==> src/rtl/axis_hdr_field_tap.sv <==
// ---------------------------------------------------------------------------
// axis_hdr_field_tap : AXI4-Stream pass-through FIFO that taps one header field
// per packet on the master side, flags short packets and counts packets. Rev 1.0
// ---------------------------------------------------------------------------
`default_nettype none

module axis_hdr_field_tap #(
  parameter int C_AXIS_DATA_WIDTH  = 256,
  parameter int C_AXIS_TUSER_WIDTH = 128,
  parameter int FIFO_DEPTH_BITS    = 2,
  parameter int FIELD_BEAT         = 1,
  parameter int FIELD_LSB          = 240,
  parameter int FIELD_WIDTH        = 16,
  parameter int BEAT_CNT_WIDTH     = 8
) (
  input  logic                            AXI_ACLK,
  input  logic                            AXI_RESET,
  input  logic [C_AXIS_DATA_WIDTH-1:0]    S_AXIS_TDATA,
  input  logic [C_AXIS_DATA_WIDTH/8-1:0]  S_AXIS_TSTRB,
  input  logic [C_AXIS_TUSER_WIDTH-1:0]   S_AXIS_TUSER,
  input  logic                            S_AXIS_TVALID,
  output logic                            S_AXIS_TREADY,
  input  logic                            S_AXIS_TLAST,
  output logic [C_AXIS_DATA_WIDTH-1:0]    M_AXIS_TDATA,
  output logic [C_AXIS_DATA_WIDTH/8-1:0]  M_AXIS_TSTRB,
  output logic [C_AXIS_TUSER_WIDTH-1:0]   M_AXIS_TUSER,
  output logic                            M_AXIS_TVALID,
  input  logic                            M_AXIS_TREADY,
  output logic                            M_AXIS_TLAST,
  output logic [FIELD_WIDTH-1:0]          field_data,
  output logic                            field_valid,
  output logic                            field_miss,
  output logic [31:0]                     pkt_count
);

  localparam int STRB_W  = C_AXIS_DATA_WIDTH / 8;
  localparam int ENTRY_W = 1 + C_AXIS_TUSER_WIDTH + STRB_W + C_AXIS_DATA_WIDTH;
  localparam int DEPTH   = 2 ** FIFO_DEPTH_BITS;
  localparam int PTR_W   = FIFO_DEPTH_BITS + 1;

  localparam logic [PTR_W-1:0]          C_PTR_ONE   = PTR_W'(1);
  localparam logic [PTR_W-1:0]          C_DEPTH     = PTR_W'(DEPTH);
  localparam logic [BEAT_CNT_WIDTH-1:0] C_BEAT_ONE  = BEAT_CNT_WIDTH'(1);
  localparam logic [BEAT_CNT_WIDTH-1:0] C_BEAT_MAX  = '1;
  localparam logic [BEAT_CNT_WIDTH-1:0] C_FIELD_BEAT = BEAT_CNT_WIDTH'(FIELD_BEAT);

  typedef enum logic [1:0] {
    ST_IDLE = 2'd0,
    ST_HDR  = 2'd1,
    ST_BODY = 2'd2
  } state_e;

  logic [ENTRY_W-1:0]        mem_q [DEPTH];
  logic [PTR_W-1:0]          wptr_q, wptr_d, rptr_q, rptr_d;
  logic [PTR_W-1:0]          occupancy;
  logic                      full, empty, wr_en, ohs;
  logic [ENTRY_W-1:0]        head;

  state_e                    state_q, state_d;
  logic [BEAT_CNT_WIDTH-1:0] beat_q, beat_d;
  logic [FIELD_WIDTH-1:0]    field_q, field_d;
  logic                      fvalid_q, fvalid_d;
  logic                      fmiss_q, fmiss_d;
  logic [31:0]               pkt_q, pkt_d;
  logic                      capture, miss;

  // Ready depends only on occupancy, so a full FIFO refuses even when draining.
  assign occupancy     = wptr_q - rptr_q;
  assign full          = (occupancy == C_DEPTH);
  assign empty         = (wptr_q == rptr_q);
  assign S_AXIS_TREADY = !full && !AXI_RESET;
  assign M_AXIS_TVALID = !empty;
  assign wr_en         = S_AXIS_TVALID && S_AXIS_TREADY;
  assign ohs           = M_AXIS_TVALID && M_AXIS_TREADY;

  assign head = mem_q[rptr_q[FIFO_DEPTH_BITS-1:0]];
  assign {M_AXIS_TLAST, M_AXIS_TUSER, M_AXIS_TSTRB, M_AXIS_TDATA} = head;

  always_ff @(posedge AXI_ACLK) begin
    if (wr_en) begin
      mem_q[wptr_q[FIFO_DEPTH_BITS-1:0]] <=
        {S_AXIS_TLAST, S_AXIS_TUSER, S_AXIS_TSTRB, S_AXIS_TDATA};
    end
  end

  assign wptr_d = wr_en ? (wptr_q + C_PTR_ONE) : wptr_q;
  assign rptr_d = ohs   ? (rptr_q + C_PTR_ONE) : rptr_q;

  assign capture = ohs && (beat_q == C_FIELD_BEAT);
  assign miss    = ohs && M_AXIS_TLAST && (beat_q < C_FIELD_BEAT);

  always_comb begin
    beat_d   = beat_q;
    field_d  = field_q;
    fvalid_d = capture;
    fmiss_d  = miss;
    pkt_d    = pkt_q;
    if (ohs) begin
      if (M_AXIS_TLAST) begin
        beat_d = '0;
        pkt_d  = pkt_q + 32'd1;
      end else if (beat_q != C_BEAT_MAX) begin
        beat_d = beat_q + C_BEAT_ONE;
      end
    end
    if (capture) begin
      field_d = M_AXIS_TDATA[FIELD_LSB +: FIELD_WIDTH];
    end
  end

  always_comb begin
    state_d = state_q;
    case (state_q)
      ST_IDLE: begin
        if (ohs && !M_AXIS_TLAST) begin
          state_d = (FIELD_BEAT == 0) ? ST_BODY : ST_HDR;
        end
      end
      ST_HDR: begin
        if (ohs) begin
          if (M_AXIS_TLAST) begin
            state_d = ST_IDLE;
          end else if (beat_q == C_FIELD_BEAT) begin
            state_d = ST_BODY;
          end
        end
      end
      ST_BODY: begin
        if (ohs && M_AXIS_TLAST) begin
          state_d = ST_IDLE;
        end
      end
      default: state_d = ST_IDLE;
    endcase
  end

  always_ff @(posedge AXI_ACLK or posedge AXI_RESET) begin
    if (AXI_RESET) begin
      wptr_q   <= '0;
      rptr_q   <= '0;
      state_q  <= ST_IDLE;
      beat_q   <= '0;
      field_q  <= '0;
      fvalid_q <= 1'b0;
      fmiss_q  <= 1'b0;
      pkt_q    <= '0;
    end else begin
      wptr_q   <= wptr_d;
      rptr_q   <= rptr_d;
      state_q  <= state_d;
      beat_q   <= beat_d;
      field_q  <= field_d;
      fvalid_q <= fvalid_d;
      fmiss_q  <= fmiss_d;
      pkt_q    <= pkt_d;
    end
  end

  assign field_data  = field_q;
  assign field_valid = fvalid_q;
  assign field_miss  = fmiss_q;
  assign pkt_count   = pkt_q;

endmodule

`default_nettype wire

==> config.mk <==
export PLATFORM = sky130hd
export DESIGN_NAME = axis_hdr_field_tap
export DESIGN_NICKNAME = d
export VERILOG_FILES = /design/src/rtl/axis_hdr_field_tap.sv
export SDC_FILE = /design/constraint.sdc
export NUM_CORES = 1
export LEC_CHECK = 0
export CORE_MARGIN = 2
export CORE_UTILIZATION = 50
export CTS_CLUSTER_DIAMETER = 50
export DETAILED_ROUTE_END_ITERATION = 16
export HOLD_SLACK_MARGIN = 0.12
export PLACE_DENSITY = 0.74
export REMOVE_ABC_BUFFERS = 1
export SETUP_SLACK_MARGIN = 0.2
export SLEW_MARGIN = 40
export SYNTH_ARGS = -nofsm -noshare
export SYNTH_HDL_FRONTEND = slang
export SYNTH_SLANG_ARGS = --single-unit
==> constraint.sdc <==
create_clock -name AXI_ACLK -period 23.4 [get_ports AXI_ACLK]
set_input_delay 2.34 -clock AXI_ACLK [delete_from_list [all_inputs] [get_ports AXI_ACLK]]
set_output_delay 2.34 -clock AXI_ACLK [all_outputs]
set_load 0.05 [all_outputs]
==> run_results.csv, run 1 <==
group,metric,value,unit
global_route,grt_use_total,21.8,%
synth,synth_cells,2440,
global_route,use_met2,35.7,%
pwr,leakagePower,25.5,nW
die,dieHeight,359,um
synth,post_synth_num_cell_types,46,
layout,fillers,8187,
status,status,"complete, no violations",
sta,fin_hold_ws,0.487,ns
global_route,antenna_found_initial,47,
synth,synth.yosys.warnings,0,
sta,period_share,31.7,%
sta,slew_viol_final,0,
layout,drive_gt1_share,20.1,%
run,cap_violations,0,
global_route,grt_pass1_vias,30861,
sta,setup_viol,0,
critical_path,setup.worst_path.start,"rptr_q[0]",
critical_path,path_cells,"buf_12, buf_6, buf_12, buf_16, buf_6, mux4_2, clkdlybuf4s50_1",
critical_path,worstSetupPathType,"flip-flop to output port",
die,die-area,129000,um^2
sta,hold_viol,0,
layout,post-route-util,63.5,%
clock_network,clk_pin_slew_worst_paths,0.06,ns
drt,vias,29482,
global_route,overflow,0,
clock_network,clock_latency,0.80,ns
critical_path,end_kind,"output port",
global_route,grt_max_degree,132,
drt,drt_pass1_iterations,5,
global_route,met1_usage,26.1,%
sta,relSlewSlack,44.8,%
die,ioPinCount,890,
die,die_w,359,um
drt,vias_per_cell,5.60,
drt,drtIter0Drc,2478,
drt,drt-total-wl,141000,um
clock_network,clock_path_buffers,3,
sta,fin_skew,0.0329,ns
layout,final_net_count,3879,
die,rows,130,
drt,antenna_left,0,
synth,avgSynthCellArea,25.8,um^2
sta,rsz0062_at_grt,"false",
die,initial_core_util,50.3,%
synth,synth_ff_type,"edfxtp_1",
drt,drc,0,
sta,tns,0,ns
pwr,ir_worst_vdd,99.1,uV
clock_network,postCtsSetupRepairBufs,0,
placed_design,dp_cells,4922,
critical_path,crit_slowest_cell,"clkdlybuf4s50_1",
clock_network,cts-root-buf,"clkbuf_16",
sta,finalCriticalPeriod,7.42,ns
layout,final_cell_mix,"edfxtp_1, clkdlybuf4s50_1, mux4_2",
critical_path,cp_max_fo,58,
critical_path,max_stage_delay,0.76,ns
synth,synth_enable_flop_cells,1668,
layout,stdcell_count,5263,
hold_path,min_from,"pkt_count[31]",
critical_path,cp.required,21.06,ns
layout,register_area,51700,um^2
synth,synth_seq_cells,1732,
layout,mostFrequentLayoutCell,"edfxtp_1",
drt,wl_per_cell,26.7,um
pwr,power_density,138,nW/um^2
global_route,grt_use_met3,7.81,%
clock_network,h-tree-depth,4,
synth,async_reset_ff_share,3.70,%
hold_path,hp-class,"flip-flop to flip-flop",
clock_network,post_cts_resized,0,
critical_path,cp.arrival,5.08,ns
global_route,grt_pass1_wl,206000,um
critical_path,start_kind,"flip-flop",
placed_design,post-dp-hpwl,89000,um
clock_network,cts_sinks,1732,
critical_path,r2r-start,"rptr_q[0]",
clock_network,numCtsBuffers,170,
sta,tightest_slew,0.828,ns
synth,syn_area,63000,um^2
clock_network,cts_tree,"yes",
global_route,grt-busiest-layer,"met2",
sta,fmax,135,MHz
clock_network,cts_hold_buf,0,
layout,multi_input_area,10800,um^2
synth,ys_seq_area_share,82.0,%
placed_design,io_buffers,889,
layout,syn_to_final_growth,26.3,%
die,core-area,125000,um^2
placed_design,place.gp.congestion,0.801,
==> state kept, by name (all words and copies together) (netlist names) <==
signal       cells
pkt_count       32
mem_q         1668
rptr_q           3
field_miss       1
beat_q           8
wptr_q           3
field_valid      1
field_data      16
==> logic make-up (layout without fill, tap and decap cells) <==
| group | after synthesis | count (layout) | share of synthesized area (%) |
|---|---|---|---|
| other | 0 | 31 | 0 |
| adder cells (fa/ha/maj) | 11 | 11 | 0.218 |
| XOR/XNOR | 37 | 37 | 0.514 |
| AND/OR/NAND/NOR | 89 | 89 | 0.780 |
| flip-flops | 1732 | 1732 | 82.0 |
| AO/OA/AOI/OAI | 27 | 27 | 0.312 |
| buffers and inverters | 108 | 1250 | 0.850 |
| multiplexers | 436 | 436 | 15.3 |
==> final cells by class <==
type / instances / area share, %
antenna: 31 / 0.0975
tap: 1650 / 2.59
inverter: 8 / 0.0472
clock inverter: 92 / 0.909
multi-input combinational: 600 / 13.6
timing repair buffer: 935 / 12.1
clock buffer: 215 / 5.70
sequential: 1732 / 65.0
==> cells in the mapped netlist, types with 3 or more instances <==
library cell,number,area [um^2]
edfxtp_1,1668,50100
mux4_2,413,9300
dfrtp_1,64,1600
buf_2,48,240
xnor2_1,35,307
clkbuf_1,25,93.8
buf_1,20,75.1
nand4_1,19,119
nand2_1,15,56.3
nand3_1,14,70.1
ha_1,11,138
mux2_2,10,113
nor2_1,10,37.5
and3_1,9,56.3
mux2_4,9,135
inv_1,8,30.0
a21oi_1,7,35.0
and2_1,6,37.5
mux4_1,4,105
nor3_1,4,20.0
o21ai_0,4,20.0
buf_6,3,33.8
nor2b_1,3,18.8
o211a_1,3,30.0
==> stage by stage <==
stage	total power, mW	setup WS [ns]	instance area, um^2
2_1_floorplan	7.62	-4.08	62500
3_3_place_gp	8.46	15.70	73800
3_5_place_dp	8.51	16.25	74200
4_1_cts	11.1	15.55	79400
5_1_grt	11.3	15.53	79600
6_report	11.0	15.98	79600
==> worst max-delay path, delay by kind of cell, from the launching register on <==
| kind | cells | cell delay, ns |
|---|---|---|
| mux | 1 | 0.59 |
| flops | 1 | 0.65 |
| buf+inv | 6 | 2.87 |
==> routing by layer <==
metal  vias up  wire, um
met1     15439     50700
li1      12589         -
met3       258     12600
met2      1158     72000
met5         -       241
met4        38      5220
==> power by group <==
part           internal (mW)  leakage, nW  switching [mW]
sequential              3.83         16.0           0.110
combinational           1.60         6.98            2.88
clock                   1.44         2.56            1.12
==> path summary, 6_finish.rpt <==
check / to / slack [ns] / cells after the start
setup / recovery: M_AXIS_TSTRB[13] / 15.98 / 7
hold / removal: pkt_count[31] / 0.49 / 1
setup reg to reg: mem_q[0][281] / 18.58 / 10
hold reg to reg: pkt_count[31] / 0.49 / 1
max in group asynchronous: rptr_q[0] / 20.82 / 3
min in group asynchronous: pkt_count[28] / 2.06 / 3
(Power assumes the default switching activity.)
==> run 2: changes to the inputs <==
==> constraint.sdc (replaced) <==
create_clock -name AXI_ACLK -period 7.11 [get_ports AXI_ACLK]
set_input_delay 0.711 -clock AXI_ACLK [delete_from_list [all_inputs] [get_ports AXI_ACLK]]
set_output_delay 0.711 -clock AXI_ACLK [all_outputs]
set_load 0.05 [all_outputs]
==> run_results.csv, run 2 (synthesis gave the netlist of run 1 again) <==
group,metric,value,unit
pwr,power_density,461,nW/um^2
layout,final_net_count,3891,
critical_path,ff2ff_path_depth,7,
global_route,overflow,0,
layout,syn_to_final_growth,27.2,%
sta,layout_setup_ws,2.68,ns
die,die-area,129000,um^2
pwr,ir_worst_vdd,356,uV
sta,fin_skew,0.0260,ns
sta,rsz0062_at_grt,"false",
layout,final_cell_mix,"edfxtp_1, clkdlybuf4s50_1, mux4_2",
critical_path,cp_top_family,"buffers and inverters",
placed_design,place.gp.congestion,0.807,
layout,fillers,8072,
clock_network,cts_hold_buf,0,
die,rows,130,
global_route,grt_pass1_vias,30947,
sta,relSlewSlack,39.6,%
critical_path,start_kind,"flip-flop",
layout,mostFrequentLayoutCell,"edfxtp_1",
critical_path,setup.worst_path.start,"rptr_q[0]",
clock_network,cts_sinks,1732,
global_route,antenna_found_initial,44,
placed_design,post-dp-hpwl,88700,um
sta,tightest_slew,0.907,ns
drt,vias_per_cell,5.62,
die,dieHeight,359,um
critical_path,path_depth,4,
drt,drc,0,
sta,tns,0,ns
die,initial_core_util,50.3,%
placed_design,io_buffers,889,
die,ioPinCount,890,
sta,fmax,226,MHz
clock_network,clock_latency,0.77,ns
run,cap_violations,0,
clock_network,clock_path_buffers,3,
critical_path,reg2reg_to,"mem_q[3][401]",
placed_design,pre_cts_ws,3.37,ns
drt,antenna_left,0,
global_route,grt_max_degree,129,
critical_path,crit_slowest_cell,"clkdlybuf4s50_1",
drt,drt-total-wl,142000,um
layout,largest_register_ffs,1668,
clock_network,postCtsSetupRepairBufs,0,
clock_network,clk_pin_slew_worst_paths,0.06,ns
global_route,grt_pass1_wl,207000,um
layout,stdcell_area,80200,um^2
critical_path,cp.required,6.40,ns
sta,slew_viol_final,0,
clock_network,cts-root-buf,"clkbuf_16",
clock_network,numCtsBuffers,177,
critical_path,r2r-start,"rptr_q[1]",
drt,drtIter0Drc,2632,
status,status,"complete, no violations",
sta,period_share,62.3,%
die,die_w,359,um
critical_path,cp.arrival,3.72,ns
critical_path,crit_buf_inv,3,
clock_network,cts_tree,"yes",
critical_path,rrSetupSlack,3.47,ns
critical_path,end_kind,"output port",
clock_network,h-tree-depth,4,
drt,wl_per_cell,26.9,um
drt,vias,29642,
drt,drt_pass1_iterations,7,
critical_path,max_stage_delay,0.74,ns
sta,finalCriticalPeriod,4.43,ns
layout,drive_gt1_share,20.7,%
pwr,leakagePower,25.8,nW
die,core-area,125000,um^2
sta,setup_viol,0,
placed_design,postPlaceCellArea,74100,um^2
critical_path,worstSetupPathType,"flip-flop to output port",
clock_network,post_cts_resized,0,
critical_path,crit_top_cell,"buf_4",
global_route,grt_use_total,21.9,%
critical_path,cp_max_fo,24,
sta,hold_viol,0,
hold_path,hp-class,"input pin to async pin",
critical_path,path_cells,"buf_4, buf_4, mux4_2, clkdlybuf4s50_1",
==> run 2: changes by cell type in the layout (fill, tap and decap cells not counted), sizes merged <==
cell / change
buf: +5
bufinv: +14
clkbuf: +8
clkinv: -16
clkinvlp: +5
diode: -12
inv: +6
==> run 2: how the worst max path moves through the flow <==
stage,end
global placement,M_AXIS_TDATA[242]
global route,M_AXIS_TDATA[218]
finish,M_AXIS_TUSER[84]
detailed placement,M_AXIS_TUSER[53]
floorplan,mem_q[0][0]
CTS,M_AXIS_TUSER[12]
==> run 2: power by group <==
group          switching (mW)  internal (mW)
Sequential              0.369           12.6
Clock                    3.76           5.42
Combinational            9.47           5.28
==> run 2: metal layers <==
metal | vias up | wire [um] | GRT usage (%)
li1 | 12618 | - | -
met1 | 15497 | 50100 | 25.3
met2 | 1205 | 73000 | 36.7
met3 | 276 | 13200 | 8.48
met4 | 46 | 5210 | 8.86
met5 | - | 296 | 0
==> run 2: layout make-up <==
class                           instances  area, um^2  share of cell area (%)
Sequential cell                      1732       51700                    64.5
Antenna cell                           19        47.5                  0.0593
Inverter                                8        37.5                  0.0468
Clock buffer                          223        4690                    5.85
Multi-Input combinational cell        600       10800                    13.5
Timing Repair Buffer                  940        9680                    12.1
Tap cell                             1650        2060                    2.58
Clock inverter                        101        1130                    1.41
==> run 2: through the flow <==
step / power [mW] / hold slack, ns / utilization (%) / instances
3_5_place_dp: 28.0 / 0.474 / 59.1 / 4924
3_3_place_gp: 27.8 / 0.460 / 59.0 / 4918
5_1_grt: 38.1 / 0.231 / 63.9 / 5272
6_report: 36.9 / 0.272 / 63.9 / 5273
2_1_floorplan: 21.6 / 0.464 / - / 2340
4_1_cts: 37.2 / 0.210 / 63.8 / 5248
